`src/rtl/al_const_capture_pkg.sv`:
```
// al_const_pkg: shared states, image layout defaults and word-role indices for the auto-load constant capture.
package al_const_pkg;
    typedef enum logic [2:0] {IDLE, COLLECT, CHECK, DONE, ERROR} state_e;
    localparam int AL_NWORDS = 34;
    localparam int AL_AW = 6;
    localparam logic [15:0] AL_MAGIC = 16'hDCFB;
    localparam int HDR_IDX = 0;
    localparam int CSUM_IDX = AL_NWORDS - 1;
endpackage

```
`src/rtl/al_const_capture_if.sv`:
```
// al_const_capture_if: sequencer/BPI-side capture handshake and active-bank read port of the constant capture block.
interface al_const_capture_if #(parameter int AW = 6);
    logic start_i;
    logic clr_al_done_i;
    logic capture_i;
    logic [AW-1:0] cnt_i;
    logic [15:0] data_in_i;
    logic [AW-1:0] rd_addr_i;
    logic [15:0] rd_data_o;
    logic al_done_o;
    logic const_valid_o;
    logic magic_err_o;
    logic seq_err_o;
    logic csum_err_o;
    logic tmo_err_o;
    logic [AW-1:0] word_cnt_o;
    modport master (
        output start_i, clr_al_done_i, capture_i, cnt_i, data_in_i, rd_addr_i,
        input rd_data_o, al_done_o, const_valid_o, magic_err_o, seq_err_o, csum_err_o, tmo_err_o, word_cnt_o
    );
    modport slave (
        input start_i, clr_al_done_i, capture_i, cnt_i, data_in_i, rd_addr_i,
        output rd_data_o, al_done_o, const_valid_o, magic_err_o, seq_err_o, csum_err_o, tmo_err_o, word_cnt_o
    );
endinterface

```
`src/rtl/al_const_capture_bank.sv`:
```
// al_const_bank: staging/active double bank; writes go to the inactive bank, commit toggles which one is read.
module al_const_bank
    import al_const_pkg::*;
#(
    parameter int NWORDS = AL_NWORDS,
    parameter int AW = AL_AW
) (
    input  logic          clk,
    input  logic          rst,
    input  logic          we_i,
    input  logic [AW-1:0] waddr_i,
    input  logic [15:0]   wdata_i,
    input  logic          commit_i,
    input  logic [AW-1:0] raddr_i,
    output logic [15:0]   rdata_o
);
    logic [15:0] bank_q [2][NWORDS];
    logic        act_q;
    logic [15:0] rdata_q;

    always_ff @(posedge clk) begin
        if (we_i) bank_q[~act_q][waddr_i] <= wdata_i;
    end

    always_ff @(posedge clk) begin
        if (rst) begin
            act_q   <= 1'b0;
            rdata_q <= '0;
        end else begin
            act_q   <= act_q ^ commit_i;
            rdata_q <= ({1'b0, raddr_i} < (AW+1)'(NWORDS)) ? bank_q[act_q][raddr_i] : '0;
        end
    end

    assign rdata_o = rdata_q;
endmodule

```
`src/rtl/al_const_capture.sv`:
```
// al_const_capture: verifies an auto-load image (magic, order, checksum) and commits it atomically; watchdog via AL_TIMEOUT_EN.
module al_const_capture
    import al_const_pkg::*;
#(
    parameter int NWORDS = AL_NWORDS,
    parameter logic [15:0] MAGIC = AL_MAGIC,
`ifdef AL_TIMEOUT_EN
    parameter int TIMEOUT_CYC = 1024,
`endif
    parameter int AW = AL_AW
) (
    input logic clk,
    input logic rst,
    al_const_capture_if.slave bus
);
    localparam logic [AW-1:0] LAST = AW'(NWORDS - 1);

    state_e        state_q, state_d;
    logic [AW-1:0] word_cnt_q, word_cnt_d;
    logic [15:0]   sum_q, sum_d, csum_q, csum_d;
    logic          magic_err_q, magic_err_d;
    logic          seq_err_q, seq_err_d;
    logic          csum_err_q, csum_err_d;
    logic          al_done_q, al_done_d;
    logic          const_valid_q, const_valid_d;
    logic          take, accept, commit;

    assign take   = state_q == COLLECT && bus.capture_i && !bus.start_i;
    assign accept = take && bus.cnt_i == word_cnt_q && {1'b0, bus.cnt_i} < (AW+1)'(NWORDS);
    assign commit = state_q == DONE;

`ifdef AL_TIMEOUT_EN
    localparam int TW = $clog2(TIMEOUT_CYC);
    logic [TW-1:0] tmo_q, tmo_d;
    logic          tmo_err_q, tmo_err_d;
    logic          tmo_hit;
    assign tmo_hit = state_q == COLLECT && tmo_q == TW'(TIMEOUT_CYC - 1);
    assign tmo_d   = (bus.start_i || accept || state_q != COLLECT) ? '0 : tmo_q + 1'b1;
`endif

    always_comb begin
        state_d       = state_q;
        word_cnt_d    = word_cnt_q;
        sum_d         = sum_q;
        csum_d        = csum_q;
        magic_err_d   = magic_err_q;
        seq_err_d     = seq_err_q;
        csum_err_d    = csum_err_q;
        al_done_d     = bus.clr_al_done_i ? 1'b0 : al_done_q;
        const_valid_d = const_valid_q | commit;
`ifdef AL_TIMEOUT_EN
        tmo_err_d     = tmo_err_q;
`endif
        if (bus.start_i) begin
            state_d     = COLLECT;
            word_cnt_d  = '0;
            sum_d       = '0;
            magic_err_d = 1'b0;
            seq_err_d   = 1'b0;
            csum_err_d  = 1'b0;
            al_done_d   = 1'b0;
`ifdef AL_TIMEOUT_EN
            tmo_err_d   = 1'b0;
`endif
        end else begin
            unique case (state_q)
                COLLECT: begin
                    if (accept) begin
                        word_cnt_d = word_cnt_q + 1'b1;
                        sum_d      = bus.cnt_i == LAST ? sum_q : sum_q + bus.data_in_i;
                        csum_d     = bus.cnt_i == LAST ? bus.data_in_i : csum_q;
                        state_d    = bus.cnt_i == LAST ? CHECK : COLLECT;
                        if (bus.cnt_i == AW'(HDR_IDX) && bus.data_in_i != MAGIC) begin
                            magic_err_d = 1'b1;
                            state_d     = ERROR;
                        end
                    end else if (take) begin
                        seq_err_d = 1'b1;
                        state_d   = ERROR;
                    end
`ifdef AL_TIMEOUT_EN
                    else if (tmo_hit) begin
                        tmo_err_d = 1'b1;
                        state_d   = ERROR;
                    end
`endif
                end
                CHECK: begin
                    csum_err_d = sum_q != csum_q;
                    state_d    = sum_q == csum_q ? DONE : ERROR;
                end
                DONE, ERROR: begin
                    al_done_d = 1'b1;
                    state_d   = IDLE;
                end
                default: ;
            endcase
        end
    end

    always_ff @(posedge clk) begin
        if (rst) begin
            state_q       <= IDLE;
            word_cnt_q    <= '0;
            sum_q         <= '0;
            csum_q        <= '0;
            magic_err_q   <= 1'b0;
            seq_err_q     <= 1'b0;
            csum_err_q    <= 1'b0;
            al_done_q     <= 1'b0;
            const_valid_q <= 1'b0;
        end else begin
            state_q       <= state_d;
            word_cnt_q    <= word_cnt_d;
            sum_q         <= sum_d;
            csum_q        <= csum_d;
            magic_err_q   <= magic_err_d;
            seq_err_q     <= seq_err_d;
            csum_err_q    <= csum_err_d;
            al_done_q     <= al_done_d;
            const_valid_q <= const_valid_d;
        end
    end

`ifdef AL_TIMEOUT_EN
    always_ff @(posedge clk) begin
        if (rst) begin
            tmo_q     <= '0;
            tmo_err_q <= 1'b0;
        end else begin
            tmo_q     <= tmo_d;
            tmo_err_q <= tmo_err_d;
        end
    end
    assign bus.tmo_err_o = tmo_err_q;
`else
    assign bus.tmo_err_o = 1'b0;
`endif

    al_const_bank #(.NWORDS(NWORDS), .AW(AW)) u_bank (
        .clk      (clk),
        .rst      (rst),
        .we_i     (accept),
        .waddr_i  (bus.cnt_i),
        .wdata_i  (bus.data_in_i),
        .commit_i (commit),
        .raddr_i  (bus.rd_addr_i),
        .rdata_o  (bus.rd_data_o)
    );

    assign bus.al_done_o     = al_done_q;
    assign bus.const_valid_o = const_valid_q;
    assign bus.magic_err_o   = magic_err_q;
    assign bus.seq_err_o     = seq_err_q;
    assign bus.csum_err_o    = csum_err_q;
    assign bus.word_cnt_o    = word_cnt_q;
endmodule

```
`src/flat_wrapper.sv`:
```
// flat-port wrapper written by rule: the top's interface ports become plain ports
module al_const_capture_flat import al_const_pkg::*;
#(
    parameter int NWORDS = AL_NWORDS,
    parameter logic [15:0] MAGIC = AL_MAGIC,

    parameter int AW = AL_AW
)
  (clk, rst, bus_start_i, bus_clr_al_done_i, bus_capture_i, bus_cnt_i, bus_data_in_i, bus_rd_addr_i, bus_rd_data_o, bus_al_done_o, bus_const_valid_o, bus_magic_err_o, bus_seq_err_o, bus_csum_err_o, bus_tmo_err_o, bus_word_cnt_o);
  al_const_capture_if #(.AW(AW)) bus_i ();
  input logic clk;
  input logic rst;
  input wire logic [$bits(bus_i.start_i)-1:0] bus_start_i;
  input wire logic [$bits(bus_i.clr_al_done_i)-1:0] bus_clr_al_done_i;
  input wire logic [$bits(bus_i.capture_i)-1:0] bus_capture_i;
  input wire logic [$bits(bus_i.cnt_i)-1:0] bus_cnt_i;
  input wire logic [$bits(bus_i.data_in_i)-1:0] bus_data_in_i;
  input wire logic [$bits(bus_i.rd_addr_i)-1:0] bus_rd_addr_i;
  output wire logic [$bits(bus_i.rd_data_o)-1:0] bus_rd_data_o;
  output wire logic [$bits(bus_i.al_done_o)-1:0] bus_al_done_o;
  output wire logic [$bits(bus_i.const_valid_o)-1:0] bus_const_valid_o;
  output wire logic [$bits(bus_i.magic_err_o)-1:0] bus_magic_err_o;
  output wire logic [$bits(bus_i.seq_err_o)-1:0] bus_seq_err_o;
  output wire logic [$bits(bus_i.csum_err_o)-1:0] bus_csum_err_o;
  output wire logic [$bits(bus_i.tmo_err_o)-1:0] bus_tmo_err_o;
  output wire logic [$bits(bus_i.word_cnt_o)-1:0] bus_word_cnt_o;
  assign bus_i.start_i = bus_start_i;
  assign bus_i.clr_al_done_i = bus_clr_al_done_i;
  assign bus_i.capture_i = bus_capture_i;
  assign bus_i.cnt_i = bus_cnt_i;
  assign bus_i.data_in_i = bus_data_in_i;
  assign bus_i.rd_addr_i = bus_rd_addr_i;
  assign bus_rd_data_o = bus_i.rd_data_o;
  assign bus_al_done_o = bus_i.al_done_o;
  assign bus_const_valid_o = bus_i.const_valid_o;
  assign bus_magic_err_o = bus_i.magic_err_o;
  assign bus_seq_err_o = bus_i.seq_err_o;
  assign bus_csum_err_o = bus_i.csum_err_o;
  assign bus_tmo_err_o = bus_i.tmo_err_o;
  assign bus_word_cnt_o = bus_i.word_cnt_o;
  al_const_capture #(.NWORDS(NWORDS), .MAGIC(MAGIC), .AW(AW)) u_core (.clk(clk), .rst(rst), .bus(bus_i));
endmodule
```
`config.mk`:
```
export PLATFORM = sky130hd
export DESIGN_NAME = al_const_capture_flat
export DESIGN_NICKNAME = d
export VERILOG_FILES = /design/src/rtl/al_const_capture_pkg.sv /design/src/rtl/al_const_capture_if.sv /design/src/rtl/al_const_capture_bank.sv /design/src/rtl/al_const_capture.sv /design/src/flat_wrapper.sv
export SDC_FILE = /design/constraint.sdc
export NUM_CORES = 1
export LEC_CHECK = 0
export BUFFER_PORTS_ARGS = -buffer_cell sky130_fd_sc_hd__buf_2
export CORE_ASPECT_RATIO = 0.8
export CORE_UTILIZATION = 50
export CTS_BUF_LIST = sky130_fd_sc_hd__clkbuf_2 sky130_fd_sc_hd__clkbuf_4 sky130_fd_sc_hd__clkbuf_8
export DETAILED_ROUTE_END_ITERATION = 6
export PLACE_DENSITY = 0.76
export SETUP_SLACK_MARGIN = 0.15
export SLEW_MARGIN = 20
export SYNTH_ARGS = -nofsm -noshare
export SYNTH_HDL_FRONTEND = slang
export SYNTH_SLANG_ARGS = --single-unit
```
`constraint.sdc`:
```
create_clock -name clk -period 6.1 [get_ports clk]
set_clock_uncertainty 0.1 [all_clocks]
set_input_delay 0.61 -clock clk [delete_from_list [all_inputs] [get_ports clk]]
set_output_delay 0.61 -clock clk [all_outputs]
set_load 0.03 [all_outputs]
```
# After elaboration in Yosys (flattened, before gate mapping)
# Memory sizes are Yosys's and may differ from the RTL's. A register that Yosys moved wholly into a read port is not among the register bits.
# Index checks and enable logic that the tools add are counted.
op_classes:
  n_addsub: 2
  n_mux: 17
  reduce_logical: 21
  order_cmp: 5
  bitwise_logic: 9
  eq_ne: 11
ops:
  columns: ["cell", "n"]
  rows:
  - ["2-to-1 mux 544 bit", 1]
  - ["binary-select mux 16 bit (select 6 bit)", 1]
  - ["demux 16 bit (select 6 bit)", 1]
  - ["2-to-1 mux 16 bit", 3]
  - ["adder 16 bit", 1]
  - ["== test 16 bit", 1]
  - ["inequality test 16 bit", 1]
  - ["inequality test 16 bit, second input constant", 1]
  - ["greater-or-equal comparator 7 bit, second input constant", 2]
  - ["inverter 6 -> 7 bit", 2]
  - ["less-than comparator 6 bit, second input constant", 2]
  - ["2-to-1 mux 3 bit", 4]
  - ["one-hot mux 3 bit (3 select lines)", 1]
  - ["AND reduction 3 bit", 3]
  - ["less-than comparator 7 x 1 -> 1 bit, second input constant", 1]
  - ["adder 6 x 1 -> 6 bit, second input constant", 1]
  - ["== test 3 x 2 -> 1 bit, second input constant", 2]
  - ["== test 6 bit", 1]
  - ["== test 6 bit, second input constant", 1]
  - ["logical AND 1 bit", 6]
  - ["zero test 6 bit", 1]
  - ["AND reduction 2 bit", 3]
  - ["OR reduction 2 bit", 3]
  - ["2-to-1 mux 1 bit", 5]
  - ["other kinds (13)", 17]
totals:
  regBits: 63
  wordCells: 78
  mem_bits_rw: 1088
  memories: 1
  out_inout_bits: 28
  input_bits: 33
mem_list:
  columns: ["name", "words", "width", "rd", "rd_clocked_by_memory_dff", "write_ports", "line", "source"]
  rows:
  - ["u_core.u_bank.bank_q", 2, 544, 1, 1, 1, "al_const_capture_bank.sv:17", "logic [15:0] bank_q [2][NWORDS];"]

# Logic depth before layout (Yosys ltp)
logic_depth:
  word_depth: 8
  ltp_mapped: 10
  ltp_nobuf: 9

# By module
# From an unflattened synthesis, not the netlist that was laid out.
unflattened:
  hier_cells: 2249
  hier_area_um2: 45386.0
modules_own_cells:
  columns: ["module", "cells_each", "seq_area_each_um2", "n_inst", "area_each_um2"]
  rows:
  - ["al_const_bank", 1919, 33011.7, 1, 42575.8]
  - ["al_const_capture", 330, 920.9, 1, 2810.2]

# Worst setup path before layout
# Ideal clock, no wire load.
synth_path:
  path_kind: "input -> register"
  startpoint: "input bus_cnt_i[3]"
  endpoint: "memory u_core.u_bank.bank_q[1][16] (netlist name) (enable)"
  arrival_ns: 3.591
  cell_stages: 7
  required_time_ns: 5.570
  setup_time_ns: 0.430
  path_buffers: 1
  path_slack_ns: 1.978
  cell_sequence: "clkbuf_1 xnor2_1 nand3_1 nor4_2 and2b_1 nand2_1 nor4_1"
synth_between:
  elab_chain_len: 6
  elab_cells_between_ends: 12
  cone_classes: "order compare: 3; eq/ne: 1; mux: 4; bitwise: 1; reduce/logical: 3"
synth_rtl:
  columns: ["element", "line", "source"]
  rows:
  - ["start: declaration", "flat_wrapper.sv:16", "input wire logic [$bits(bus_i.cnt_i)-1:0] bus_cnt_i;"]
  - ["inverter 6 -> 7 bit", "al_const_capture_bank.sv:22", "if (we_i) bank_q[~act_q][waddr_i] <= wdata_i;"]
  - ["greater-or-equal comparator 7 bit (not written as such) or less-than comparator 7 x 1 -> 1 bit (tied branches)", "al_const_capture_bank.sv:22", null]
  - ["logical AND 1 bit (not written as such)", "al_const_capture_bank.sv:22", null]
  - ["2-to-1 mux 16 bit (not written as such)", "al_const_capture_bank.sv:22", null]
  - ["demux 16 bit (select 6 bit)", "al_const_capture_bank.sv:22", null]
  - ["2-to-1 mux 544 bit (not written as such) *", "al_const_capture_bank.sv:22", null]
  - ["end: declaration", "al_const_capture_bank.sv:17", null]
# Mark *: on every way between the ends. The rest lies on a longest branch, timed or not.

==> metrics <==
via-per-instance ratio 6.26; Crit-path slowest cell dfxtp_4; EDFF count, synth roughly 1,100; status finished clean; Yosys reg bits 1,151; library cells used by synthesis 61; design area between 50,000 and 60,000 µm²; Routed Antenna Nets 0; placed cell area 47,000 µm²; Final period util 61.8%; Slew headroom roughly a quarter; vias in the first global route 23,253; Yosys Warn Count 0; clk_lat worst skew 0.81 ns; 1st-iter DRT viols 3,644; synthesized netlist cell count 2,192; Port Buffers 59; routed length on met2 just under 50,000 µm; Die Height 270 µm; die width between 300 and 400 µm; CTS Buf Count 165; final setup vio count 0; Top cell by count, worst path o21ai_0; Worst-Margin Slew 1.14 ns; area occupied by multi-input gates 10,400 µm²; Syn Std Cell Area 44,900 µm²; critical path arrival 4.32 ns; core area 88,200 µm²; Fmax 265 MHz; pin count of the biggest net entering global routing 97; FF+latch area about 34,000 µm²; leakage roughly 16 nW; setup TNS 0 ns; maximum vdd drop 235 µV; max_cap viols 0; Power Density 303 nW/µm²; Critical Path Sink Type flop; Post-Route WL 110,000 µm; GR Overflow Total 0; num rows slightly below 100; Syn Nets approximately 2,200; post-CTS resize count 0; routability cong. 0.950; Initial Utilization between 50% and 60%; most frequent cells in the layout edfxtp_1, mux4_2, clkbuf_8; layout cells sized above 1 29.0%; post-synthesis sequential area ratio roughly three quarters; TritonCTS clock tree done; Total Power 15.2 mW; commonest non-fill, non-tap cell in the layout edfxtp_1; CP Class reg2reg; first-pass GRT wire length between 150,000 and 200,000 µm; initial antenna violation count 5; highest metal used met5; Clock Sinks 1,151; Cell Chain, Critical Path buf_12, mux4_2, mux2i_1, o21ai_0, nand2_1, a21oi_1, o31ai_1, o21ai_0; drt drc 0; total number of vias between 20,000 and 25,000; clock root buffer clkbuf_8; worst path required time 6.65 ns; dpl ws 2.23 ns; minimum clock period 3.77 ns; H-tree levels 4; flop2flop setup slack 2.33 ns; wire length on met3 15,500 µm; critical path fanouts, max 83; final hold vios 0; fin worst setup slack around 2.3 ns; top_reg_cell synth edfxtp_1; Hold WC Path Type in2reg; First-pass DRT Iterations 6; RSZ-0062 raised after global routing no; Slew Limit Fails 0; nets@finish 2,463; Clock transition at path regs 0.06 ns; gr usage total 24.4%; crit path launch type flop; largest stage delay on the critical path between 0.8 and 0.9 ns; DIE AREA 91,000 µm²; Fill cells 6,295; fin util 56.9%; Syn Area/Cell 20.5 µm²; Top Ports 61; Post-synth ARST share 0%; Max Buffers Root-to-Sink 3; WL per Instance 29.5 µm; Final HPWL DP approximately 65,000 µm; met1 wire length around 43,000 µm; P&R area growth vs syn 11.9%
## cell type report
type / instances / share of cell area (%)
Sequential cell: 1151 / 67.6
Multi-Input combinational cell: 915 / 20.7
Clock buffer: 236 / 5.64
Tap cell: 1188 / 2.96
Timing Repair Buffer: 160 / 2.21
Clock inverter: 58 / 0.775
Inverter: 20 / 0.149
Antenna cell: 1 / 0.00498
## layer usage
metal,vias to the layer above,track usage [%]
li1,9521,-
met4,2,8.86
met3,183,9.28
met1,12074,34.9
met5,-,0.426
met2,1566,34.2
## worst paths after layout
path	startpoint	endpoint	cells after the start
min	bus_data_in_i[15]	u_core.u_bank.bank_q[0][479]	1
max reg2reg	u_core.u_bank.act_q	u_core.u_bank.rdata_o[7]	8
min reg2reg	u_core.bus.const_valid_o	u_core.bus.const_valid_o	2
max	u_core.u_bank.act_q	u_core.u_bank.rdata_o[7]	8
## cell families (layout without fill, tap and decap cells)
| kind of cell | Yosys count | count (layout) | synth area share (%) |
|---|---|---|---|
| flops | 1151 | 1151 | 75.6 |
| mux | 386 | 386 | 15.9 |
| simple gates | 249 | 249 | 2.48 |
| compound gates | 222 | 222 | 3.42 |
| buf+inv | 126 | 474 | 1.32 |
| xor+xnor | 40 | 40 | 0.780 |
| fa+ha+maj | 17 | 17 | 0.491 |
| other cells | 1 | 2 | 0.00835 |
## report_power, final
group	internal, mW	switching [mW]	total [mW]
registers	8.64	0.0135	8.66
clock network	3.16	2.85	6.01
logic	0.151	0.391	0.542
## state kept, by name (all words and copies together), names as in the netlist
name	cells
u_core.u_bank.bank_q	1088
u_core.csum_q	16
u_core.sum_q	16
u_core.u_bank.rdata_o	16
u_core.bus.word_cnt_o	6
u_core.state_q	3
u_core.bus.al_done_o	1
u_core.bus.const_valid_o	1
u_core.bus.csum_err_o	1
u_core.bus.magic_err_o	1
u_core.bus.seq_err_o	1
u_core.u_bank.act_q	1
## synth_stat cells, types with 16 or more instances
library cell	instances	area (µm²)
a21oi_1	55	275
mux2i_1	83	831
dfxtp_1	63	1260
nand2_1	77	289
mux4_2	258	5810
nor2_1	113	424
buf_4	22	165
mux2_2	45	507
xor2_1	17	149
edfxtp_1	1088	32700
o31ai_1	18	135
o22ai_1	43	269
ha_1	16	200
buf_2	22	110
xnor2_1	23	201
a21o_1	20	150
inv_1	20	75.1
clkbuf_1	51	191
## stage by stage
| step | instances | hold WS (ns) |
|---|---|---|
| final | 3729 | 0.0929 |
| after global placement | 3432 | 0.332 |
| after global routing | 3728 | 0.0815 |
| after detailed placement | 3432 | 0.353 |
| after floorplan | 2192 | 0.343 |
| after CTS | 3728 | 0.0486 |
## worst max-delay path: cells and delay by family (launching register included)
kind	cells	cell delay, ns
multiplexers	2	1.24
AND/OR/NAND/NOR	1	0.13
flip-flops	1	0.88
buffers and inverters	1	0.49
AO/OA/AOI/OAI	4	0.73
## repair_timing
| action | 4_1_cts | 5_1_grt |
|---|---|---|
| buffers inserted | 0 | 0 |
| endpoints found under the hold margin | 2 | 0 |
| hold buffers | 2 | 0 |
No activity file was read; power rests on OpenSTA's default activity.
